<file path="config.mk">
export PLATFORM = sky130hd
export DESIGN_NAME = uart_tx_arbiter
export DESIGN_NICKNAME = d
export VERILOG_FILES = /design/src/rtl/uart_tx_arbiter.sv
export SDC_FILE = /design/constraint.sdc
export NUM_CORES = 1
export LEC_CHECK = 0
export CORE_UTILIZATION = 45
export CTS_CLUSTER_DIAMETER = 30
export DETAILED_ROUTE_END_ITERATION = 8
export PLACE_DENSITY = 0.84
export SYNTH_ARGS = -nofsm -noshare
export SYNTH_HDL_FRONTEND = slang
export SYNTH_SLANG_ARGS = --single-unit
</file>
<file path="constraint.sdc">
create_clock -name clk -period 5.09 [get_ports clk]
set_clock_uncertainty 0.1 [all_clocks]
set_input_delay 0.509 -clock clk [delete_from_list [all_inputs] [get_ports clk]]
set_output_delay 0.509 -clock clk [all_outputs]
set_load 0.02 [all_outputs]
</file>
<file path="src/rtl/uart_tx_arbiter.sv">
// Round-robin arbiter that shares one UART TX serializer between several
// byte-packet requesters, holding each grant for a whole packet.
module uart_tx_arbiter #(
   parameter int N_REQ       = 2,
   parameter int DATA_W      = 8,
   parameter int TIMEOUT_CYC = 1024
) (
   input  logic                    clk,
   input  logic                    rst,
   input  logic [N_REQ-1:0]        req_valid,
   input  logic [N_REQ*DATA_W-1:0] req_data,
   input  logic [N_REQ-1:0]        req_last,
   output logic [N_REQ-1:0]        req_ready,
   output logic                    tx_valid,
   output logic [DATA_W-1:0]       tx_data,
   input  logic                    tx_ready,
   output logic [N_REQ-1:0]        grant,
   output logic                    busy,
   output logic                    timeout_pulse
);

   localparam int PTR_W = (N_REQ > 1) ? $clog2(N_REQ) : 1;
   localparam int SUM_W = PTR_W + 1;
   localparam int CNT_W = $clog2(TIMEOUT_CYC + 1);
   localparam logic [CNT_W-1:0] STALL_LIMIT = CNT_W'(TIMEOUT_CYC - 1);
   localparam logic [PTR_W-1:0] LAST_IDX    = PTR_W'(N_REQ - 1);
   localparam logic [N_REQ-1:0] ONE_HOT0    = N_REQ'(1);

   typedef enum logic {
      IDLE   = 1'b0,
      LOCKED = 1'b1
   } state_t;

   state_t           state, state_next;
   logic [N_REQ-1:0] grant_next;
   logic [PTR_W-1:0] rr_ptr, rr_ptr_next;
   logic [CNT_W-1:0] stall_cnt, stall_cnt_next;
   logic             timeout_next;
   logic [PTR_W-1:0] owner_idx, owner_inc, pick_idx;
   logic             pick_found;
   logic             xfer;

   always_comb begin
      owner_idx = '0;
      for (int i = 0; i < N_REQ; i++) begin
         if (grant[i]) owner_idx = PTR_W'(i);
      end
   end

   assign owner_inc = (owner_idx == LAST_IDX) ? '0 : owner_idx + PTR_W'(1);

   // Handshake: a byte moves when valid and ready are both high on a rising
   // edge; the owner's req_ready mirrors tx_ready, every other ready stays low.
   assign tx_valid  = |(req_valid & grant);
   assign req_ready = grant & {N_REQ{tx_ready}};
   assign xfer      = tx_valid & tx_ready;
   assign busy      = (state == LOCKED);

   always_comb begin
      tx_data = '0;
      for (int i = 0; i < N_REQ; i++) begin
         tx_data = tx_data | (req_data[i*DATA_W +: DATA_W] & {DATA_W{grant[i]}});
      end
   end

   // First valid requester at or above rr_ptr, wrapping modulo N_REQ.
   always_comb begin
      logic [SUM_W-1:0] sum;
      logic [PTR_W-1:0] cand;
      pick_found = 1'b0;
      pick_idx   = '0;
      sum        = '0;
      cand       = '0;
      for (int k = 0; k < N_REQ; k++) begin
         sum = {1'b0, rr_ptr} + SUM_W'(k);
         if (sum >= SUM_W'(N_REQ)) sum = sum - SUM_W'(N_REQ);
         cand = sum[PTR_W-1:0];
         if (!pick_found && req_valid[cand]) begin
            pick_found = 1'b1;
            pick_idx   = cand;
         end
      end
   end

   always_comb begin
      state_next     = state;
      grant_next     = grant;
      rr_ptr_next    = rr_ptr;
      stall_cnt_next = stall_cnt;
      timeout_next   = 1'b0;
      case (state)
         IDLE: begin
            if (pick_found) begin
               state_next     = LOCKED;
               grant_next     = ONE_HOT0 << pick_idx;
               stall_cnt_next = '0;
            end
         end
         LOCKED: begin
            if (xfer) begin
               stall_cnt_next = '0;
               if (req_last[owner_idx]) begin
                  state_next  = IDLE;
                  grant_next  = '0;
                  rr_ptr_next = owner_inc;
               end
            end else if (stall_cnt == STALL_LIMIT) begin
               // A transfer on this same cycle would have taken the branch above.
               state_next     = IDLE;
               grant_next     = '0;
               rr_ptr_next    = owner_inc;
               stall_cnt_next = '0;
               timeout_next   = 1'b1;
            end else begin
               stall_cnt_next = stall_cnt + CNT_W'(1);
            end
         end
         default: begin
            state_next = IDLE;
            grant_next = '0;
         end
      endcase
   end

   always_ff @(posedge clk) begin
      if (rst) begin
         state         <= IDLE;
         grant         <= '0;
         rr_ptr        <= '0;
         stall_cnt     <= '0;
         timeout_pulse <= 1'b0;
      end else begin
         state         <= state_next;
         grant         <= grant_next;
         rr_ptr        <= rr_ptr_next;
         stall_cnt     <= stall_cnt_next;
         timeout_pulse <= timeout_next;
      end
   end

   grant_onehot_a: assert property (@(posedge clk) disable iff (rst) $onehot0(grant));
   busy_matches_grant_a: assert property (@(posedge clk) disable iff (rst) busy == (grant != '0));

endmodule

</file>
==> Word-level counts from Yosys, hierarchy flattened <==
Index checks and enable logic that the tools add are counted.
{ "totals": {"elab_cells": 67, "output_inout_bits": 15, "register_bits": 16, "in_bits": 23} }
{ "classes": {"n_addsub": 5, "reduce_logical": 7, "mux": 32, "shifts": 1, "bitwise": 7, "n_eq_ne": 5, "magnitude_cmp": 5} }
{ "op_table": {"columns": ["op", "count"], "rows": [
  ["11-bit 2-to-1 mux", 3],
  ["1-bit 2-to-1 mux", 22],
  ["11-bit one-hot mux with 2 select lines", 1],
  ["8-bit AND", 2],
  ["11-bit by 1-bit adder with 11-bit output, second input constant", 1],
  ["11-bit by 10-bit equality test with 1-bit output, second input constant", 1],
  ["2-bit 2-to-1 mux", 4],
  ["8-bit OR", 1],
  ["1-bit by 2-bit less-than comparator with 1-bit output, second input constant", 3],
  ["3-bit AND reduction", 2],
  ["2-bit AND", 2],
  ["2-bit one-hot mux with 2 select lines", 1],
  ["3-bit by 1-bit inequality test with 1-bit output, second input constant", 1],
  ["3-bit by 2-bit inequality test with 1-bit output, second input constant", 1],
  ["3-bit OR reduction", 1],
  ["1-bit by 1-bit adder with 2-bit output, second input constant", 1],
  ["1-bit by 2-bit >= comparator with 1-bit output, second input constant", 1],
  ["2-bit >= comparator, second input constant", 1],
  ["2-bit by 1-bit inequality test with 1-bit output, second input constant", 1],
  ["2-bit inequality test, second input constant", 1],
  ["1-bit one-hot mux with 2 select lines", 1],
  ["2-bit nonzero test", 1],
  ["2-bit OR reduction", 1],
  ["1-bit by 1-bit << shifter with 2-bit output, first input constant", 1],
  ["other kinds (6)", 7]
]} }

==> Logic depth before layout (Yosys ltp) <==
Gate-level depths: netlist (run 1).
{ "depth": {"depth_word": 11, "depth_mapped": 5, "ltp_nobuf": 5} }

==> Worst setup path before layout (run 1) <==
OpenSTA, ideal clock, no wires.
{ "synth_timing": {"kind": "flip-flop to flip-flop", "startpoint": "register stall_cnt[0]", "endpoint": "register rr_ptr", "path_slack_ns": 3.200, "t_arrival_ns": 1.666, "n_path_buf": 0, "stages_incl_launch_ff": 6, "cell_sequence": "dfxtp_1 > ha_1 > inv_1 > or4_4 > a21oi_2 > mux2_1"} }
{ "synth_between": {"elab_chain_len": 3} }
{ "synth_rtl": {"columns": ["element", "line", "text"], "rows": [
  ["start, declared", "37", "logic [CNT_W-1:0] stall_cnt, stall_cnt_next;"],
  ["start signal, assigned", "136", "stall_cnt <= stall_cnt_next;"],
  ["11-bit by 10-bit equality test with 1-bit output", "107", "end else if (stall_cnt == STALL_LIMIT) begin"],
  ["2-bit nonzero test (no source line)", null, null],
  ["3-bit AND reduction (no source line)", null, null],
  ["end signal, assigned", "135", "rr_ptr <= rr_ptr_next;"],
  ["end, declared", "36", "logic [PTR_W-1:0] rr_ptr, rr_ptr_next;"]
]} }
No other way between the ends.
A chain may end at the register's enable or synchronous reset.

==> Worst setup path in the final report (run 1) <==
{ "layout_timing": {"startpoint": "input req_valid[0]", "endpoint": "output tx_valid"} }
{ "layout_between": {"elab_chain_len": 2} }
{ "layout_rtl": {"columns": ["element", "line", "text"], "rows": [
  ["start, declared", "10", "input logic [N_REQ-1:0] req_valid,"],
  ["2-bit AND", "54", "assign tx_valid = |(req_valid & grant);"],
  ["2-bit OR reduction", "54", null],
  ["end, declared", "14", "output logic tx_valid,"]
]} }
No other way between the ends.

==> results of run 1 <==
==> critical path, delay by kind of cell <==
kind | cells | cell delay, ps
AO/OA/AOI/OAI | 1 | 340
buffers and inverters | 3 | 1130
==> through the flow <==
step,power (mW),cells
after floorplan,0.169,104
final,0.290,164
after detailed placement,0.207,160
after global routing,0.302,164
after CTS,0.289,164
after global placement,0.205,160
==> path summary, 6_finish.rpt <==
kind	startpoint	end	cells past startpoint
setup / recovery	req_valid[0]	tx_valid	4
hold / removal	stall_cnt[10]	timeout_pulse	1
setup reg to reg	stall_cnt[0]	rr_ptr	5
hold reg to reg	stall_cnt[10]	timeout_pulse	1
==> power groups by stage <==
stage	clock network (mW)	logic, mW	registers (mW)
3_3_place_gp	0	0.0683	0.137
3_5_place_dp	0	0.0701	0.137
5_1_grt	0.0912	0.0755	0.135
4_1_cts	0.0839	0.0704	0.134
2_1_floorplan	0	0.0342	0.135
6_report	0.0857	0.0703	0.134
==> routing by layer <==
metal,global-route usage,vias up
met4,0.0857,0
li1,-,457
met1,0.287,433
met2,0.492,39
met3,0.0654,4
met5,0,-
==> cell families after synthesis <==
kind of cell	Yosys count
and+or+nand+nor	42
AOI/OAI and AO/OA	25
DFF	16
buffers and inverters	10
xor gates and xnor gates	7
muxes	3
adders and majority gates	1
==> sequential cells by signal, summed over array words and instances (netlist names) <==
register and cells:
grant 2, busy 1, stall_cnt 11, rr_ptr 1
timeout_pulse 1
==> final cells by class <==
class | count | area share
repair buffers | 37 | 0.281
flip-flops and latches | 16 | 0.243
multi-input cells | 78 | 0.413
clock buffers | 4 | 0.0275
inverters | 4 | 0.0114
well taps | 25 | 0.0237
==> cell usage in the layout, fill, tap and decap left out, drive strengths merged, types with 4 or more instances in the layout <==
cell type,Yosys,routed
clkdlybuf4s50,0,37
clkbuf,4,4
nand3,4,4
nor3,11,11
dfxtp,16,16
a22o,8,8
nand4,5,5
nand2,5,5
xor2,5,5
inv,4,4
nand2b,4,4
a21oi,5,5
==> out/qor.yml, run 1 <==
final_hold_viol_count: 0
root_buffer: "clkbuf_4"
post_cts_buffers: 0
maxCapViolations: 0
htreeDepth: 1
top_layer_used: "met4"
ant_nets: 0
die_x_um: 46.9
gp_congestion: 0.838
vias: 933
synth_compound_gate_area_share: 0.221
synthTopCellsByCount: "dfxtp_1 (16), nor3_1 (11), a22o_1 (8)"
fin_area_sq_um: 1320
min_period_ps: 2590
rrSetupSlack_ps: 3050
crit_path_start_kind: "primary input"
setup_violations: 0
setup_slack_ps: 2500
tns_ps: 0
slowest_delay_ps: 550
initial_core_util: 0.503
coreArea_sq_um: 1800
drc: 0
critPathKind: "in -> out"
antenna_found_initial: 0
cp_max_fo: 6
seqCellArea_sq_um: 320
vias_per_cell: 5.69
critPathArrivalTime_ps: 1980
antennaDiodeCount: 0
worst_setup_path_end_kind: "output port"
wl_met2_um: 1320
grt_pass1_vias: 875
report.final.slew_viol_count: 0
hold_ws_ps: 370
die_h_um: 46.9
cts_tree: "built"
netlist_area_sq_um: 906
p_switching_uw: 80.2
synthXorXnorAreaFrac: 0.0677
period_share: 0.509
synth_area_leaders: "dfxtp_1 (35%), a22o_1 (7.7%), nor3_1 (6.1%)"
placed_area_sq_um: 1280
synth.distinct_cells: 38
maxSlewHeadroom: 0.568
cts-resized-gates: 0
dp_hpwl_um: 1980
hold_buffers: 0
ys.flop_type: "dfxtp_1"
grt_setup_unrepaired: "false"
clock_sinks: 16
drive_above_1_share: 0.0791
finish.net_count: 164
synth.top_cell.area_share: 0.354
grt_pass1_wl_um: 3970
multi_input_area_sq_um: 544
synth-adder-area-share: 0.0138
ir_drop_mv: 0.170
synth_edf_count: 0
seq_power_share: 0.463
tightestPinTransition_ps: 643
insertion_delay_ps: 300
drt_wl_total_um: 2590
clock_power_share: 0.295
power_switching_share: 0.276
die-area_sq_um: 2200
yosysMostFrequentCell: "dfxtp_1"
io_pins: 38
route.met3.wl_um: 213
ys_warn_count: 0
grt_overflow: 0
worst_hold_path_type: "reg -> reg"
synth.area.mux_share: 0.0359
cpMostUsedCell: "clkdlybuf4s50_1"
cts_buffer_depth: 2
synth_top_family_by_area: "simple AND/OR/NAND/NOR gates"
area_delta_synth_final_pct: 45.4
clkTransAtPathRegs_ps: 100
grt_max_degree: 19
grt.total_usage: 0.263
avgSynthCellArea_sq_um: 8.71
power_density_nw_per_um2: 220
m1WireLength_um: 1030
critical_path.cell_chain: "clkdlybuf4s50_1 > a22oi_1 > inv_2 > clkdlybuf4s50_1"
row_count: 15
n_fill_cell: 156
dr.pass1.iters: 6
synth_top_cell_by_area: "dfxtp_1"
io_buffers: 37
power.internal_uw: 210
netlist_instances: 104
wire_per_inst_um: 15.8
place_worst_setup_slack_ps: 2490
combinationalPowerShare: 0.242
outcome: "finished, final reports clean"
syn-num-nets: 128
cts_made_buffers: 3
cp_slowest_cell: "clkdlybuf4s50_1"
synth-seq-area-share: 0.354
yosys.area_share.simple: 0.262
required_ps: 4480
first_iter_violations: 8
fmax_ghz: 0.386
synth-async-reset-ratio: 0
fin_util: 0.731
synth-seq-cells: 16
power.leakage_nw: 0.468
Note: power is estimated with default switching activity, not from simulation.
==> inputs of run 2 (changes only) <==
--- a/config.mk
+++ b/config.mk
@@ -5,10 +5,10 @@
 export SDC_FILE = /design/constraint.sdc
 export NUM_CORES = 1
 export LEC_CHECK = 0
-export CORE_UTILIZATION = 45
+export CORE_UTILIZATION = 41
 export CTS_CLUSTER_DIAMETER = 30
 export DETAILED_ROUTE_END_ITERATION = 8
-export PLACE_DENSITY = 0.84
+export PLACE_DENSITY = 0.77
 export SYNTH_ARGS = -nofsm -noshare
 export SYNTH_HDL_FRONTEND = slang
 export SYNTH_SLANG_ARGS = --single-unit
==> constraint.sdc (replaced) <==
create_clock -name clk -period 2.7 [get_ports clk]
set_clock_uncertainty 0.1 [all_clocks]
set_input_delay 0.27 -clock clk [delete_from_list [all_inputs] [get_ports clk]]
set_output_delay 0.27 -clock clk [all_outputs]
set_load 0.02 [all_outputs]
==> out/qor.yml, run 2 (synthesis results as in run 1) <==
outcome: "finished, final reports clean"
vias: 923  # -1.1%
maxCapViolations: 0  # unchanged
drive_above_1_share: 0.0791  # unchanged
final_hold_viol_count: 0  # unchanged
insertion_delay_ps: 290  # about the same
die_h_um: 49.0  # +4.6%
grt_max_degree: 19  # unchanged
dp_hpwl_um: 1790  # -9.6%
critPathArrivalTime_ps: 1850  # -130 ps
power_density_nw_per_um2: 412  # +87%
r2r-end: "rr_ptr"
initial_core_util: 0.448  # -0.0548
worst_hold_path_type: "reg -> reg"
cp-endpoint: "tx_valid"
clock_sinks: 16  # unchanged
first_iter_violations: 17  # +9
htreeDepth: 1  # unchanged
grt_setup_unrepaired: "false"
place_inst: 162  # +1.3%
required_ps: 2330  # -2150 ps
fmax_ghz: 0.450
io_buffers: 37  # unchanged
met2_usage: 0.340  # -0.151
hold_buffers: 0  # unchanged
layout_common_cells: "clkdlybuf4s50_1 (37), dfxtp_1 (16), nor3_1 (11)"
timing.rr.start: "stall_cnt[0]"
fin_util: 0.653  # -0.0784
post_cts_buffers: 0  # unchanged
row_count: 16  # +1
die-area_sq_um: 2400  # +9.3%
finish.net_count: 164  # unchanged
antenna_found_initial: 0  # unchanged
cts_tree: "built"
cts-resized-gates: 0  # unchanged
gp_congestion: 0.756  # -9.7%
setup_violations: 0  # unchanged
whs_path_depth: 1  # unchanged
r2r_cells: 5  # unchanged
report.final.slew_viol_count: 0  # unchanged
root_buffer: "clkbuf_4"
area_delta_synth_final_pct: 45.7
crit_start: "grant[1]"
largest_reg_flops: 11  # unchanged
grt_use_met1: 0.293  # +0.00671
antennaDiodeCount: 0  # unchanged
dr.pass1.iters: 4  # -2
vias_per_cell: 5.56  # -2.3%
grt_pass1_vias: 873  # -0.23%
power.leakage_nw: 0.468  # unchanged
die_x_um: 49.0  # +4.6%
wire_per_inst_um: 14.3  # -9.3%
tightestPinTransition_ps: 618  # -25.6 ps
worst_setup_path_end_kind: "output port"
use_met3: 0.0685  # +0.00315
critPathKind: "reg -> out"
maxSlewHeadroom: 0.585  # +0.0172
p_total_uw: 544  # +88%
rrSetupSlack_ps: 640  # -2410 ps
tns_ps: 0  # unchanged
drc: 0  # unchanged
final_common_cell: "clkdlybuf4s50_1"
cp_max_fo: 14  # +8
min_period_ps: 2220
n_fill_cell: 169  # +8.3%
drt_wl_total_um: 2380  # -8.1%
grt.total_usage: 0.219  # -0.0437
cts_made_buffers: 3  # unchanged
coreArea_sq_um: 2020  # +12%
clkTransAtPathRegs_ps: 100  # about the same
grt_pass1_wl_um: 4040  # +1.9%
io_pins: 38  # unchanged
crit_path_start_kind: "flip-flop"
busiest_layer: "met2"
place_worst_setup_slack_ps: 550  # -1940 ps
fin_cells: 166  # +1.2%
grt_overflow: 0  # unchanged
cts_buffer_depth: 2  # unchanged
regMostFlops: "stall_cnt"
period_share: 0.824
reg_top3: "stall_cnt x11, grant x2"
setup_slack_ps: 476  # -2020 ps
ir_drop_mv: 0.307  # +80%
ant_nets: 0  # unchanged
## run 2: through the flow
stage	hold WS [ps]	instance area [sq um]
floorplan	300	906
CTS	374	1320
global route	400	1320
detailed placement	358	1280
global placement	340	1280
finish	375	1320
## run 2: where the power goes
part           switching [mW]  internal [mW]  leakage [nW]
clock network          0.0789         0.0822        0.0210
registers              0.0114          0.242         0.130
logic                  0.0583         0.0720         0.318
total                   0.149          0.396         0.468
## run 2: worst min-delay path by stage
stage,startpoint,to,slack [ps]
2_1_floorplan,req_valid[0],grant[0],300
3_3_place_gp,stall_cnt[10],timeout_pulse,340
3_5_place_dp,stall_cnt[10],timeout_pulse,360
4_1_cts,stall_cnt[10],timeout_pulse,370
5_1_grt,stall_cnt[10],timeout_pulse,400
6_report,stall_cnt[10],timeout_pulse,370
## run 2: area by class of cell
type / instances / area, sq um / share of cell area
timing repair buffer: 37 / 370 / 0.281
clock buffer: 4 / 36.3 / 0.0275
tap: 27 / 33.8 / 0.0256
multi-input combinational: 78 / 544 / 0.412
inverter: 4 / 15.0 / 0.0114
sequential: 16 / 320 / 0.243
## run 2: metal layers
layer,vias up,wire [um]
li1,467,-
met1,429,1150
met3,5,121
met5,-,0
met4,0,23
met2,22,1080
## run 2: worst max-delay path, cell delays in order, from the launching register on
cell and delay (ps):
dfxtp_1 630, a22oi_1 210, inv_2 110, clkdlybuf4s50_1 600
==> patch 1: new RTL, settings of run 2 <==
The parameter `N_REQ` goes from 2 to 4.
--- a/src/rtl/uart_tx_arbiter.sv
+++ b/src/rtl/uart_tx_arbiter.sv
@@ -2,5 +2,5 @@
 // byte-packet requesters, holding each grant for a whole packet.
 module uart_tx_arbiter #(
-   parameter int N_REQ       = 2,
+   parameter int N_REQ       = 4,
    parameter int DATA_W      = 8,
    parameter int TIMEOUT_CYC = 1024
Ports: changed (5 resized); port bits go from 38 to 62. The function was not compared with the original's and may differ.
==> patch 1 against run 2 <==
Clock power shrank 11%. Maximum frequency down 7.7%. Power is 24% higher. Routed wire length is 71% higher. Cell area grew 46%. Area after synthesis increased by 38%. Die area up 36%. Sequential cell count up 3. Setup slack got worse by 0.19 ns. Critical endpoint is now rr_ptr[1]$_SDFFE_PP0P_. Largest cell class unchanged. Highest routed layer unchanged.
==> patch 1: results (changes against run 2) <==
stage;metric;value;unit;change
cells_and_area;clock_buffers;3;;was 4
cells_and_area;inv_count;6;;was 4
power;ir_drop;0.230;mV;was 0.307 mV
grt;grt.total_usage;24.8;%;was 21.9%
routing;m1WireLength;1730;um;was 1150 um
placed_design;detailed_place_hpwl;3150;um;was 1790 um
worst_setup_path;cp_slowest_cell;or4_1;;was dfxtp_1
routing;route.met3.wl;262;um;was 121 um
synthesis;synth.net_count;202;;was 128
worst_setup_path;max_stage_delay;0.65;ns;was 0.63 ns
routing;wire_per_inst;16.3;um;was 14.3 um
synthesis;synthDistinctLibCells;39;;was 38
cts;clkTransAtPathRegs;0.12;ns;was 0.10 ns
grt;grtUsageMet3;6.35;%;was 6.85%
power;power.share.sequential;44.0;%;was 46.5%
worst_setup_path;path_max_fanout;5;;was 14
grt;grt_use_met2;44.9;%;was 34.0%
routing;drt_iter0_drc;95;;was 17
placed_design;placed_area;1900;um^2;was 1280 um^2
placed_design;globalplace.congestion;0.915;;was 0.756
die;core;2830;um^2;was 2020 um^2
outcome;status;complete, no violations;;unchanged
power;total_power;0.672;mW;was 0.544 mW
power;leakage;0.716;nW;was 0.468 nW
timing;hold_slack;0.374;ns;was 0.375 ns
cells_and_area;fin_nets;264;;was 164
cells_and_area;seq_share;19.7;%;was 24.3%
cells_and_area;regArea;380;um^2;was 320 um^2
synthesis;synth-xor-area-share;4.20;%;was 6.77%
power;comb_power;0.233;mW;was 0.130 mW
cells_and_area;drive_above_1_share;6.85;%;was 7.91%
grt;grt_pass1_vias;1396;;was 873
synthesis;synth.area.top_cells;dfxtp_1, a22oi_1, nand2_1;;was dfxtp_1, a22o_1, nor3_1
cells_and_area;signal_buffers;66;;was 37
## patch 1: critical path, delay by kind of cell (launching register included)
kind,cells,cell delay (ns)
AO/OA/AOI/OAI,1,0.43
AND/OR/NAND/NOR,2,0.81
adder cells (fa/ha/maj),1,0.25
multiplexers,1,0.33
flip-flops,1,0.39
## patch 1: path summary, 6_finish.rpt
path,from,to,cells past startpoint
setup / recovery,stall_cnt[0]$_SDFFE_PP0P_,rr_ptr[1]$_SDFFE_PP0P_,5
hold / removal,stall_cnt[10]$_SDFFE_PP0P_,stall_cnt[10]$_SDFFE_PP0P_,1
setup reg to reg,stall_cnt[0]$_SDFFE_PP0P_,rr_ptr[1]$_SDFFE_PP0P_,5
hold reg to reg,stall_cnt[10]$_SDFFE_PP0P_,stall_cnt[10]$_SDFFE_PP0P_,1
## patch 1: logic make-up after synthesis
| logic type | count (synthesis) |
|---|---|
| compound gates | 52 |
| xor+xnor | 6 |
| fa+ha+maj | 1 |
| mux | 3 |
| buf+inv | 15 |
| simple gates | 62 |
| flops | 19 |
==> patch 2: new RTL, config.mk and constraints of run 2 <==
Made on the original files. Make the reset (`rst`) asynchronous in one clocked block.
--- a/src/rtl/uart_tx_arbiter.sv
+++ b/src/rtl/uart_tx_arbiter.sv
@@ -123,5 +123,5 @@
    end
 
-   always_ff @(posedge clk) begin
+   always_ff @(posedge clk or posedge rst) begin
       if (rst) begin
          state         <= IDLE;
Function: differs if rst is asserted again (counterexample within 4 cycles, from zero or initial values and one cycle with rst high); with rst held inactive, the same outputs for 10 cycles.
==> patch 2 against run 2 <==
Hold slack got worse by 0.15 ns. Sequential cell count did not move. Area after synthesis rose by 7.6%. Routed wire length fell by 3.9%. Count of clock-buffer cells in the layout did not move. Cell area rose by 5.8%. Setup slack improved by 0.10 ns. Highest routed layer unchanged.
Power is not compared: it rests on default switching activity, and its combinational part moved more than twofold at a synthesized area within 25%.
==> patch 2: results (changes against run 2) <==
stage;metric;value;unit;change
synthesis;ys_async_sr_fraction;100;%;was 0%
cts;clockBufferDepth;2;;unchanged
synthesis;seq_area_frac_synth;41.1;%;was 35.4%
routing;firstDrtPassIters;4;;unchanged
cells_and_area;fin_nets;158;;was 164
timing;tightestPinTransition;0.589;ns;was 0.618 ns
worst_setup_path;rr_startpoint;stall_cnt[0]$_DFFE_PP0P_;;was stall_cnt[0]$_SDFFE_PP0P_
placed_design;detailed_place_hpwl;1750;um;was 1790 um
placed_design;globalplace.congestion;0.786;;was 0.756
worst_setup_path;path_max_fanout;14;;unchanged
grt;grt_pass1_wl;3720;um;was 4040 um
worst_setup_path;critPathLaunch;grant[1]$_DFFE_PP0P_;;was grant[1]$_SDFFE_PP0P_
cells_and_area;largestRegisters;stall_cnt x11, grant x2;;unchanged
routing;vias;891;;was 923
cells_and_area;diodes;0;;unchanged
cts;clkTransAtPathRegs;0.10;ns;about the same
worst_setup_path;r2r_setup_slack;0.73;ns;was 0.64 ns
cts;cts.repair.resized;0;;unchanged
min_path;hold_class;input pin to asynchronous set/reset pin;;was register to register
cts;post_cts_buffers;0;;unchanged
worst_setup_path;regToRegEndpoint;rr_ptr$_DFFE_PP0P_;;was rr_ptr$_SDFFE_PP0P_
cells_and_area;fillCellCount;181;;was 169
power;ir_drop;0.428;mV;
cts;cts_buffers;3;;unchanged
placed_design;placed_area;1360;um^2;was 1280 um^2
grt;grt_max_degree;17;;was 19
worst_setup_path;crit_arrival;1.75;ns;was 1.85 ns
outcome;status;complete, no violations;;unchanged
synthesis;synth.net_count;119;;was 128
synthesis;netlist_top_cells_count;dfrtp_1, a22o_1, nand2_1;;was dfxtp_1, nor3_1, a22o_1, nand2_1, xor2_1
cells_and_area;drive_above_1_share;9.77;%;was 7.91%
synthesis;yosysWarnings;0;;unchanged
routing;wire_per_inst;14.2;um;was 14.3 um
grt;grt.total_usage;19.6;%;was 21.9%
synthesis;synthDistinctLibCells;41;;was 38
routing;drt_iter0_drc;13;;was 17
grt;grt_pass1_vias;854;;was 873
synthesis;synth.area.top_cells;dfrtp_1, a22o_1, a21o_1;;was dfxtp_1, a22o_1, nor3_1
-- patch 2: cell count changes after synthesis, moves of 3 or more --
cell	delta
dfxtp_1	-16
clkbuf_1	-3
a21o_1	+5
nand2b_1	-3
dfrtp_1	+16
xor2_1	-4
nor3_1	-10
a22o_1	+5
nand3_1	-3
-- patch 2: worst max-delay path, stage by stage, from the launching register on --
cell and delay, ns:
dfrtp_1 0.62, a22o_1 0.24, clkdlybuf4s50_1 0.61
-- patch 2: where the power goes --
group	leakage [nW]	switching, mW	internal [mW]
Clock	0.0210	0.0783	0.0823
Combinational	0.380	0.265	0.307
Sequential	0.207	0.106	0.295
Total	0.608	0.449	0.684
-- patch 2: logic make-up (layout without fill, tap and decap cells) --
group,count (synthesis),in the layout,share of synthesized area (%)
AOI/OAI and AO/OA,35,35,28.0
and+or+nand+nor,31,31,21.3
DFF,16,16,41.1
buffers and inverters,8,46,4.36
xor gates and xnor gates,2,2,1.80
muxes,2,2,2.18
adders and majority gates,1,1,1.28
-- patch 2: how the worst min path moves through the flow --
stage	from	to	slack [ns]
global placement	rr_ptr$_DFFE_PP0P_	rr_ptr$_DFFE_PP0P_	0.43
CTS	rst	stall_cnt[0]$_DFFE_PP0P_	0.26
detailed placement	rr_ptr$_DFFE_PP0P_	rr_ptr$_DFFE_PP0P_	0.43
floorplan	rst	busy$_DFF_PP0_	0.08
finish	rst	stall_cnt[0]$_DFFE_PP0P_	0.22
global route	rst	stall_cnt[3]$_DFFE_PP0P_	0.30
-- patch 2: metal layers --
layer	vias to the layer above	wire length (um)	global-route usage, %
li1	443	-	-
met1	408	1050	23.9
met2	35	1020	33.1
met3	5	185	5.15
met4	0	28	6.94
met5	-	0	0
-- patch 2: final cells by class --
cell class              instances  area (um^2)  share of cell area [%]
well taps                      28         35.0                    2.51
inverters                       4         15.0                    1.08
multi-input cells              71          532                    38.1
flip-flops and latches         16          400                    28.7
repair buffers                 38          378                    27.1
clock buffers                   4         36.3                    2.60
-- patch 2: through the flow --
step	setup slack, ns	instances
after CTS	0.585	161
final	0.578	161
after global placement	0.730	157
after detailed placement	0.705	157
after global routing	0.497	161
after floorplan	0.910	95
